`src/rtl/centroid_smoother.sv`:
```
`default_nettype none
// ============================================================================
// Module   : centroid_smoother
// Brief    : Moving-average smoother for per-frame camera centroids. It drops
//            the target after a run of lost frames and maps the result into
//            display space. Define CENTROID_SCALE_EN to enable display
//            scaling, mirroring and clamping.
// Revision : 1.0
// ============================================================================
module centroid_smoother #(
  parameter int IN_W       = 9,
  parameter int OUT_W      = 12,
  parameter int LOG_DEPTH  = 3,
  parameter int SRC_W      = 320,
  parameter int SRC_H      = 240,
  parameter int DST_W      = 1280,
  parameter int DST_H      = 1024,
  parameter int MIRROR_X   = 1,
  parameter int LOST_LIMIT = 4
) (
  input  logic                 clk,
  input  logic                 reset,
  input  logic                 in_valid,
  input  logic                 in_present,
  input  logic [IN_W-1:0]      in_x,
  input  logic [IN_W-1:0]      in_y,
  input  logic                 flush,
  output logic                 out_valid,
  output logic [OUT_W-1:0]     out_x,
  output logic [OUT_W-1:0]     out_y,
  output logic                 out_locked,
  output logic [LOG_DEPTH:0]   fill
);

  localparam int                DEPTH     = 1 << LOG_DEPTH;
  localparam int                SUM_W     = IN_W + LOG_DEPTH;
  localparam int                FILL_W    = LOG_DEPTH + 1;
  localparam logic [FILL_W-1:0] FILL_FULL = FILL_W'(DEPTH);
  localparam logic [IN_W-1:0]   X_MAX     = IN_W'(SRC_W - 1);
  localparam logic [IN_W-1:0]   Y_MAX     = IN_W'(SRC_H - 1);
  localparam logic [7:0]        LOST_MAX  = 8'(LOST_LIMIT);

  if (LOG_DEPTH < 1 || LOG_DEPTH > 6 || LOST_LIMIT < 1 || LOST_LIMIT > 255 ||
      SRC_W < 1 || SRC_H < 1 || DST_W < 1 || DST_H < 1 ||
      MIRROR_X < 0 || MIRROR_X > 1 || OUT_W < IN_W) begin : g_param_check
    $error("centroid_smoother: parameter out of range");
  end

  logic [IN_W-1:0]      win_x [DEPTH];
  logic [IN_W-1:0]      win_y [DEPTH];
  logic [LOG_DEPTH-1:0] wr_ptr;
  logic [SUM_W-1:0]     sum_x, sum_y;
  logic [IN_W-1:0]      newest_x, newest_y;
  logic [7:0]           lost_cnt;
  logic                 s1_valid;

  logic                 accept, lost_rpt, drop, clear, full;
  logic [IN_W-1:0]      clamp_x, clamp_y, evict_x, evict_y, avg_x, avg_y;
  logic [OUT_W-1:0]     next_x, next_y;

  assign full     = (fill == FILL_FULL);
  assign accept   = in_valid & in_present & ~flush;
  assign lost_rpt = in_valid & ~in_present & ~flush;
  assign drop     = lost_rpt && (lost_cnt >= LOST_MAX - 8'd1);
  assign clear    = flush | drop;

  assign clamp_x  = (in_x > X_MAX) ? X_MAX : in_x;
  assign clamp_y  = (in_y > Y_MAX) ? Y_MAX : in_y;
  // The slot being overwritten only holds a live sample once the window is full
  assign evict_x  = full ? win_x[wr_ptr] : '0;
  assign evict_y  = full ? win_y[wr_ptr] : '0;

  // sum/fill/newest act as the stage-1 registers for the sample accepted last cycle
  assign avg_x    = full ? IN_W'(sum_x >> LOG_DEPTH) : newest_x;
  assign avg_y    = full ? IN_W'(sum_y >> LOG_DEPTH) : newest_y;

`ifdef CENTROID_SCALE_EN
  localparam int SX = DST_W / SRC_W;
  localparam int SY = DST_H / SRC_H;
  int sc_x, sc_y;

  always_comb begin
    sc_x = int'(avg_x) * SX;
    if (MIRROR_X != 0) sc_x = (DST_W - 1) - sc_x;
    if (sc_x > DST_W - 1) sc_x = DST_W - 1;
    if (sc_x < 0) sc_x = 0;
    sc_y = int'(avg_y) * SY;
    if (sc_y > DST_H - 1) sc_y = DST_H - 1;
    next_x = OUT_W'(sc_x);
    next_y = OUT_W'(sc_y);
  end
`else
  assign next_x = OUT_W'(avg_x);
  assign next_y = OUT_W'(avg_y);
`endif

  always_ff @(posedge clk) begin
    if (!reset && accept) begin
      win_x[wr_ptr] <= clamp_x;
      win_y[wr_ptr] <= clamp_y;
    end
  end

  always_ff @(posedge clk) begin
    if (reset) begin
      wr_ptr     <= '0;
      sum_x      <= '0;
      sum_y      <= '0;
      fill       <= '0;
      newest_x   <= '0;
      newest_y   <= '0;
      lost_cnt   <= '0;
      s1_valid   <= 1'b0;
      out_valid  <= 1'b0;
      out_x      <= '0;
      out_y      <= '0;
      out_locked <= 1'b0;
    end else begin
      s1_valid <= accept;
      if (clear) begin
        wr_ptr   <= '0;
        sum_x    <= '0;
        sum_y    <= '0;
        fill     <= '0;
        lost_cnt <= flush ? 8'd0 : LOST_MAX;
      end else if (accept) begin
        wr_ptr   <= wr_ptr + LOG_DEPTH'(1);
        sum_x    <= sum_x + SUM_W'(clamp_x) - SUM_W'(evict_x);
        sum_y    <= sum_y + SUM_W'(clamp_y) - SUM_W'(evict_y);
        fill     <= full ? fill : fill + FILL_W'(1);
        newest_x <= clamp_x;
        newest_y <= clamp_y;
        lost_cnt <= '0;
      end else if (lost_rpt) begin
        lost_cnt <= lost_cnt + 8'd1;
      end

      // An in-flight result still issues across a clear, but never as locked
      out_valid <= s1_valid;
      if (s1_valid) begin
        out_x <= next_x;
        out_y <= next_y;
      end
      if (clear) out_locked <= 1'b0;
      else if (s1_valid && full) out_locked <= 1'b1;
    end
  end

endmodule
`default_nettype wire

```
`config.mk`:
```
export PLATFORM = sky130hd
export DESIGN_NAME = centroid_smoother
export DESIGN_NICKNAME = d
export VERILOG_FILES = /design/src/rtl/centroid_smoother.sv
export SDC_FILE = /design/constraint.sdc
export NUM_CORES = 1
export LEC_CHECK = 0
export BUFFER_PORTS_ARGS = -buffer_cell sky130_fd_sc_hd__buf_2
export CAP_MARGIN = 25
export CORE_UTILIZATION = 40
export CTS_CLUSTER_SIZE = 30
export DETAILED_ROUTE_END_ITERATION = 10
export PLACE_DENSITY = 0.61
export SYNTH_ARGS = -nofsm -noshare
export SYNTH_HDL_FRONTEND = slang
export SYNTH_SLANG_ARGS = --single-unit
```
`constraint.sdc`:
```
create_clock -name clk -period 6.2 [get_ports clk]
set_input_delay 0.93 -clock clk [delete_from_list [all_inputs] [get_ports clk]]
set_output_delay 0.93 -clock clk [all_outputs]
set_load 0.005 [all_outputs]
```
==> summary.md, run 1 <==
| Metric | Value |
|---|---|
| Status | `complete, no violations` |
| Post-synth top flop | `edfxtp_1` |
| CTS tree | `done` |
| CP Data Arrival Time | `4.41 ns` |
| Tmin final | `4.049 ns` |
| Synthesis Warnings | `0` |
| Grt met1 use | `0.2328` |
| Final Hold Fails | `0` |
| Crit share post-route | `0.6530` |
| Routed WL per cell | `roughly 17 um` |
| CTS Buffer Depth | `3` |
| Pre-CTS WS | `2.099 ns` |
| Clk sinks | `between 200 and 250` |
| Routability congestion estimate | `between 0.8 and 0.9` |
| Worst-path cell chain | `buf_4 > mux4_2 > mux2i_1 > nor2_1 > fa_1 > inv_1 > fa_1 > a21o_1 > a21o_1 > a21oi_1 > o221ai_1 > mux2i_1 > o31ai_1` |
| DPL Wire Length | `between 10000 and 15000 um` |
| Initial DRC Count | `386` |
| Max stage delay on crit path | `0.56 ns` |
| Vias post-DR | `between 6000 and 7000` |
| Via/cell ratio | `roughly 5.1` |
| Drt pass-1 iters | `5` |
| Post-Route WL | `21270 um` |
| NumNets Final | `968` |
| Final Setup Violations | `0` |
| Gr usage total | `0.1687` |
| Clk_lat worst skew | `between 0.5 and 0.6 ns` |
| First-pass GRT wire length | `34540 um` |
| PortBufs | `46` |
| Overflow after GRT | `0` |
| Clk root buf | `clkbuf_16` |
| Clock skew | `0.01352 ns` |
| Routing usage on met3 | `0.02605` |
| CTS Buf Count | `24` |
| Setup ws final | `roughly 2.2 ns` |
| Synthesized instance count | `841` |
| Drt drc | `0` |
| Max Freq | `~250 MHz` |
| Kind of start point of the critical path | `flop` |
| Fraction of registers with async set/reset | `0` |
| Row count | `between 50 and 60` |
| Leakage | `a little over 4 nW` |
| Worst-path fanout max | `14` |
| Synthesis-stage register bit count | `around 230` |
| Crit. End Element | `flop` |
| Max cap viols | `0` |
| Top cell type's share of synthesized area | `0.4226` |
| Hold_buf cts | `0` |
| RSZ-0062 raised after global routing | `false` |
| Pwr per Cell Area | `between 200 and 300 nW/um^2` |
| Die Span Y | `about 160 um` |
| Met2 Track Usage GR | `0.2798` |
| Slowest CP cell | `dfxtp_2` |
| Number of H-tree levels | `1` |
| Starting Density | `0.4075` |
| Max_slew headroom | `0.3591` |
| Setup Fix Bufs, Post-CTS | `0` |
| Die width | `between 150 and 200 um` |
| Synth area leader | `edfxtp_1` |
| Worst path required time | `6.57 ns` |
| Number of fill cells | `about 2300` |
| Die area | `roughly 26000 um^2` |
| Number of flops mapped to enable cells by yosys | `about 140` |
| Synthesis-to-finish area growth | `13.62%` |
| Setup TNS Final | `0 ns` |
| Worst Tran Pin Value | `0.9600 ns` |
| # diodes | `0` |
| Sequential share of the synthesized area | `0.5811` |
| WHS Path Cells | `2` |
| Core Box Area | `around 25000 um^2` |
| Layout cell share with drive strength beyond 1 | `0.1570` |
| Fin. max-slew vios | `0` |
| Vias in the first global route | `6345` |
| Gates resized, CTS repair | `0` |
| Dominant cells by area after synthesis | `edfxtp_1 (42%), dfxtp_1 (16%), mux4_2 (7.9%)` |
| Clock slew at reported path FFs | `about 0.06 ns` |
| Most Crowded Layer GR | `met2` |
| Worst setup path end | `sum_x[8]` |
| Mapped cell area | `10230 um^2` |
| FF-to-FF path depth | `13` |
| Synth unique cells | `53` |
| Largest net degree at the start of global routing | `61` |
| Antenna viol nets, final | `0` |
| WS Path Type | `flop to flop` |
| Avg Inst Size Synth | `between 10 and 15 um^2` |
| Num ports | `53` |
| Type of the worst min-delay path | `flop to flop` |
| Initial antenna violation count | `0` |
| IR drop worst, VDD | `between 0.00015 and 0.0002 V` |
| R2R Setup Slk | `~2.2 ns` |
| FF-to-FF End | `sum_x[8]` |
[kinds of logic after synthesis]
group           synth area share
mux                       0.1028
xor+xnor                 0.01113
simple gates              0.1040
flops                     0.5811
fa+ha+maj                0.06946
buf+inv                  0.05087
other cells            0.0007340
compound gates           0.07986
[sequential cells by signal, indices dropped and copies added (netlist names), named ones only]
signal,count
newest_y,9
s1_valid,1
fill,4
win_x,72
newest_x,9
sum_x,12
wr_ptr,3
out_valid,1
out_y,9
lost_cnt,8
sum_y,12
out_locked,1
win_y,72
out_x,9
[how the worst min path moves through the flow]
stage	slack, ns	endpoint	startpoint
final	0.46	newest_x[7]	newest_x[7]
after global routing	0.48	newest_x[8]	newest_x[8]
after CTS	0.46	newest_x[7]	newest_x[7]
after detailed placement	0.45	newest_x[7]	newest_x[7]
after global placement	0.45	newest_x[8]	newest_x[8]
after floorplan	0.44	sum_x[1]	sum_x[1]
[layer usage]
layer | share of wire | vias to the layer above
li1 | - | 3108
met1 | 0.46 | 3097
met2 | 0.48 | 137
met3 | 0.052 | 28
met4 | 0.016 | 0
met5 | 0 | -
[cell usage after synthesis, types with 13 or more instances]
cell,instances
a211oi_1,16
a21oi_1,36
a311oi_1,18
clkbuf_1,23
dfxtp_1,81
edfxtp_1,144
fa_1,18
ha_1,28
inv_1,81
mux2i_1,23
mux4_2,36
nand2_1,80
nor2_1,107
nor3_1,17
o21ai_0,13
[cell type report]
type / instances / area (um^2) / area share
Clock inverter: 12 / 76.32 / 0.006565
Multi-Input combinational cell: 502 / 3840 / 0.3303
Inverter: 81 / 304.0 / 0.02615
Sequential cell: 225 / 5947 / 0.5116
Clock buffer: 32 / 671.9 / 0.05780
Timing Repair Buffer: 65 / 372.9 / 0.03207
Tap cell: 330 / 412.9 / 0.03552
[through the flow]
stage / power, W / hold WS [ns] / instance area, um^2 / std cells / utilization
after floorplan: 0.001823 / 0.4363 / 10280 / 854 / -
after global placement: 0.001883 / 0.4458 / 10880 / 1203 / 0.4332
after detailed placement: 0.001885 / 0.4501 / 10880 / 1203 / 0.4332
after CTS: 0.003234 / 0.4586 / 11620 / 1247 / 0.4630
after global routing: 0.003327 / 0.4847 / 11620 / 1247 / 0.4630
final: 0.003204 / 0.4554 / 11620 / 1247 / 0.4630
[cells in the final DEF, fill, tap and decap left out, drive strengths merged, types with 3 or more instances in the layout]
master / instances
edfxtp: 144
nor2: 107
inv: 81
dfxtp: 81
nand2: 80
buf: 65
mux4: 36
a21oi: 36
clkbuf: 32
ha: 28
mux2i: 23
a311oi: 18
fa: 18
nor3: 17
a211oi: 16
conb: 15
o21ai: 13
nand3: 10
clkinv: 10
xor2: 7
xnor2: 6
nand4: 6
nor2b: 5
a211o: 5
o31ai: 5
nand2b: 4
and3: 4
a21o: 4
nor3b: 4
nand3b: 3
or3: 3
o21bai: 3
o21a: 3
a31oi: 3
a21boi: 3
[report_power, final]
group          switching [W]  internal [W]  leakage, nW
Combinational       0.000145     0.0000883         1.79
Clock               0.000553      0.000797        0.365
Sequential         0.0000102       0.00161         1.95
Total               0.000709       0.00249         4.10
[critical path: cells and delay by family, from the launching register on]
family / cells / cell delay (ns)
simple gates: 1 / 0.07
flops: 1 / 0.56
fa+ha+maj: 2 / 0.98
buf+inv: 2 / 0.44
compound gates: 5 / 0.99
mux: 3 / 0.87
(Power assumes the default switching activity.)
==> run 2, diff against run 1 <==
ABC_AREA = 1   (was unset)
PLACE_DENSITY = 0.63   (was 0.61)
clock period = 3.6 ns   (was 6.2 ns; I/O delays follow)
==> run 2 against run 1 <==
Total power grew 78%. Sequential power grew 72%. Hold slack lost 0.12 ns. Cell area grew 4.2%.
==> summary.md, run 2 <==
| Metric | Value |
|---|---|
| Status | `complete, no violations` |
| Initial DRC Count | `499 (+29%)` |
| Die Span Y | `165.1 um (+1.9%)` |
| Synth area leader | `edfxtp_1` |
| Synthesized instance count | `1097 (+30%)` |
| FF-to-FF path depth | `16 (+3)` |
| Drt pass-1 iters | `5 (unchanged)` |
| Synthesis-to-finish area growth | `13.93%` |
| Clock slew at reported path FFs | `0.06 ns (about the same)` |
| Synthesis-stage register bit count | `225 (unchanged)` |
| NumNets Final | `1224 (+26%)` |
| Fraction of registers with async set/reset | `0 (unchanged)` |
| Gates resized, CTS repair | `0 (unchanged)` |
| Core Box Area | `26060 um^2 (+3.8%)` |
| PortBufs | `46 (unchanged)` |
| Tmin final | `3.139 ns (-0.9100 ns)` |
| Routed WL per cell | `16.05 um (-5.9%)` |
| Leakage | `4.902 nW (+20%)` |
| Via/cell ratio | `5.036 (-1.4%)` |
| Vias in the first global route | `7251 (+14%)` |
| Post-synth top flop | `edfxtp_1` |
| Worst setup path end | `sum_x[10]` |
| Fin cells | `1508 (+21%)` |
| Max_slew headroom | `0.5606 (+0.2015)` |
| Synth unique cells | `41 (-23%)` |
| CTS Buf Count | `24 (unchanged)` |
| WS Path Type | `flop to flop` |
| Worst path required time | `4.01 ns (-2.56 ns)` |
| Vias post-DR | `7595 (+19%)` |
| Gr usage total | `0.1813 (+0.01267)` |
| FF-to-FF End | `sum_x[10]` |
| Setup Fix Bufs, Post-CTS | `0 (unchanged)` |
| Largest net degree at the start of global routing | `73 (+20%)` |
| CP Data Arrival Time | `3.55 ns (-0.86 ns)` |
| Mapped cell area | `10640 um^2 (+4.0%)` |
| Most common cell after layout, fill and taps aside | `nor2_1` |
| Setup TNS Final | `0 ns (unchanged)` |
| Clk root buf | `clkbuf_16` |
| Synth top cells by count | `nor2_1 (188), inv_1 (150), edfxtp_1 (144), nand2_1 (131), dfxtp_1 (81)` |
| Hold_buf cts | `0 (unchanged)` |
| Pwr per Cell Area | `470.6 nW/um^2 (+71%)` |
| Number of H-tree levels | `1 (unchanged)` |
| R2R Setup Slk | `0.46 ns (-1.69 ns)` |
| Worst-path fanout max | `72 (+58)` |
| Final Hold Fails | `0 (unchanged)` |
| Clk sinks | `225 (unchanged)` |
| Antenna viol nets, final | `0 (unchanged)` |
| Overflow after GRT | `0 (unchanged)` |
| Type of the worst min-delay path | `input pin to flop` |
| Post-Route WL | `24200 um (+14%)` |
| Initial antenna violation count | `0 (unchanged)` |
| Largest regs | `win_x: 72 flops, win_y: 72 flops` |
| Crit share post-route | `0.8718 (+0.2188)` |
| Clk_lat worst skew | `0.52 ns (about the same)` |
| Die width | `165.1 um (+1.9%)` |
| Most frequent cells in the layout | `nor2_1 (180), inv_1 (150), edfxtp_1 (144)` |
| Top cell type's share of synthesized area | `0.4066 (-0.01606)` |
| CTS Buffer Depth | `3 (unchanged)` |
| Num ports | `53 (unchanged)` |
| Hold Crit Start | `in_present` |
| Sequential share of the synthesized area | `0.5591 (-0.02208)` |
| RSZ-0062 raised after global routing | `false` |
| Crit. End Element | `flop` |
| Synthesis Warnings | `0 (unchanged)` |
| Row count | `59 (+1.7%)` |
| # diodes | `0 (unchanged)` |
| Inst Count DP | `1464 (+22%)` |
| First-pass GRT wire length | `38120 um (+10%)` |
| Die area | `27240 um^2 (+3.9%)` |
| Final Setup Violations | `0 (unchanged)` |
| IR drop worst, VDD | `0.0003281 V (+110%)` |
| Layout cell share with drive strength beyond 1 | `0.1270 (-0.03001)` |
| Drt drc | `0 (unchanged)` |
| CTS tree | `done` |
| Most frequent cell after synthesis | `nor2_1` |
| Clock skew | `0.01337 ns (-0.0001455 ns)` |
| Dominant cells by area after synthesis | `edfxtp_1 (41%), dfxtp_1 (15%), nor2_1 (6.6%)` |
| Max Freq | `318.6 MHz (+29%)` |
| Fin. max-slew vios | `0 (unchanged)` |
| Routability congestion estimate | `0.8952 (+9.7%)` |
| Number of flops mapped to enable cells by yosys | `144 (unchanged)` |
| Kind of start point of the critical path | `flop` |
| Worst Tran Pin Value | `0.6584 ns (-0.3017 ns)` |
| Max cap viols | `0 (unchanged)` |
| DPL Wire Length | `15830 um (+14%)` |
| Avg Inst Size Synth | `9.695 um^2 (-20%)` |
| Starting Density | `0.4081 (+0.0006595)` |
-- run 2: changes by cell type in the layout (fill, tap and decap cells not counted), sizes merged, moves of 27 or more --
cell / delta
a21oi: +27
inv: +74
mux4: -36
nand2: +53
nor2: +86
o211ai: +36
o21ai: +68
o32ai: +35
-- run 2: final cells by class --
type	count	area, um^2
clock buffer	31	668.1
clock inverter	13	113.9
fill	2441	13940
inverter	155	581.8
multi-input combinational	672	3872
sequential	225	5948
tap	335	419.2
timing repair buffer	77	513.0
-- run 2: power by group --
part / leakage [nW] / internal (W) / switching, W / total [W]
Clock: 0.375 / 0.00145 / 0.000983 / 0.00243
Combinational: 2.57 / 0.000171 / 0.000309 / 0.000480
Sequential: 1.96 / 0.00278 / 0.0000158 / 0.00279
-- run 2: critical path, cell delays in order, from the launching register on --
cell,delay [ns]
dfxtp_2,0.35
buf_12,0.30
nor2_1,0.09
o32ai_1,0.44
o21ai_1,0.11
nor2_1,0.15
fa_1,0.42
inv_1,0.07
ha_1,0.28
a21oi_1,0.19
nor2_1,0.05
o21ai_0,0.20
nand3_1,0.10
nand2_1,0.07
nand3_1,0.06
nand2_1,0.08
inv_1,0.03
-- run 2: worst min-delay path by stage --
stage                       end  slack [ns]  depth (start not counted)
floorplan           newest_y[8]        0.42                          2
global placement    newest_y[8]        0.43                          2
detailed placement  newest_y[8]        0.44                          2
CTS                 win_x[7][8]        0.31                          1
global route        win_x[7][8]        0.33                          1
finish              lost_cnt[1]        0.33                          4
-- run 2: metrics by stage --
stage / util / total power, W / area, um^2 / setup slack, ns / hold WS, ns
global route: 0.4650 / 0.005932 / 12120 / 0.1302 / 0.3302
floorplan: - / 0.003198 / 10680 / 0.6915 / 0.4229
CTS: 0.4650 / 0.005753 / 12120 / 0.4468 / 0.3110
finish: 0.4650 / 0.005702 / 12120 / 0.4614 / 0.3317
detailed placement: 0.4350 / 0.003324 / 11330 / 0.3682 / 0.4366
global placement: 0.4350 / 0.003320 / 11330 / 0.4510 / 0.4310
-- run 2: cells by family (layout without fill, tap and decap cells) --
| logic type | after synthesis | after routing | share of synthesized area |
|---|---|---|---|
| XOR/XNOR | 16 | 16 | 0.01318 |
| multiplexers | 1 | 1 | 0.0009412 |
| adder cells (fa/ha/maj) | 46 | 46 | 0.06682 |
| AO/OA/AOI/OAI | 224 | 224 | 0.1309 |
| buffers and inverters | 213 | 276 | 0.08376 |
| flip-flops | 225 | 225 | 0.5591 |
| AND/OR/NAND/NOR | 370 | 370 | 0.1446 |
| other | 2 | 15 | 0.0007061 |
-- run 2: metal layers --
| metal | global-route usage | up-vias | wire (um) |
|---|---|---|---|
| met4 | 0.05630 | 0 | 645 |
| met1 | 0.2352 | 3601 | 10670 |
| met2 | 0.3047 | 169 | 11560 |
| met5 | 0 | - | 0 |
| met3 | 0.03497 | 40 | 1336 |
| li1 | - | 3785 | - |
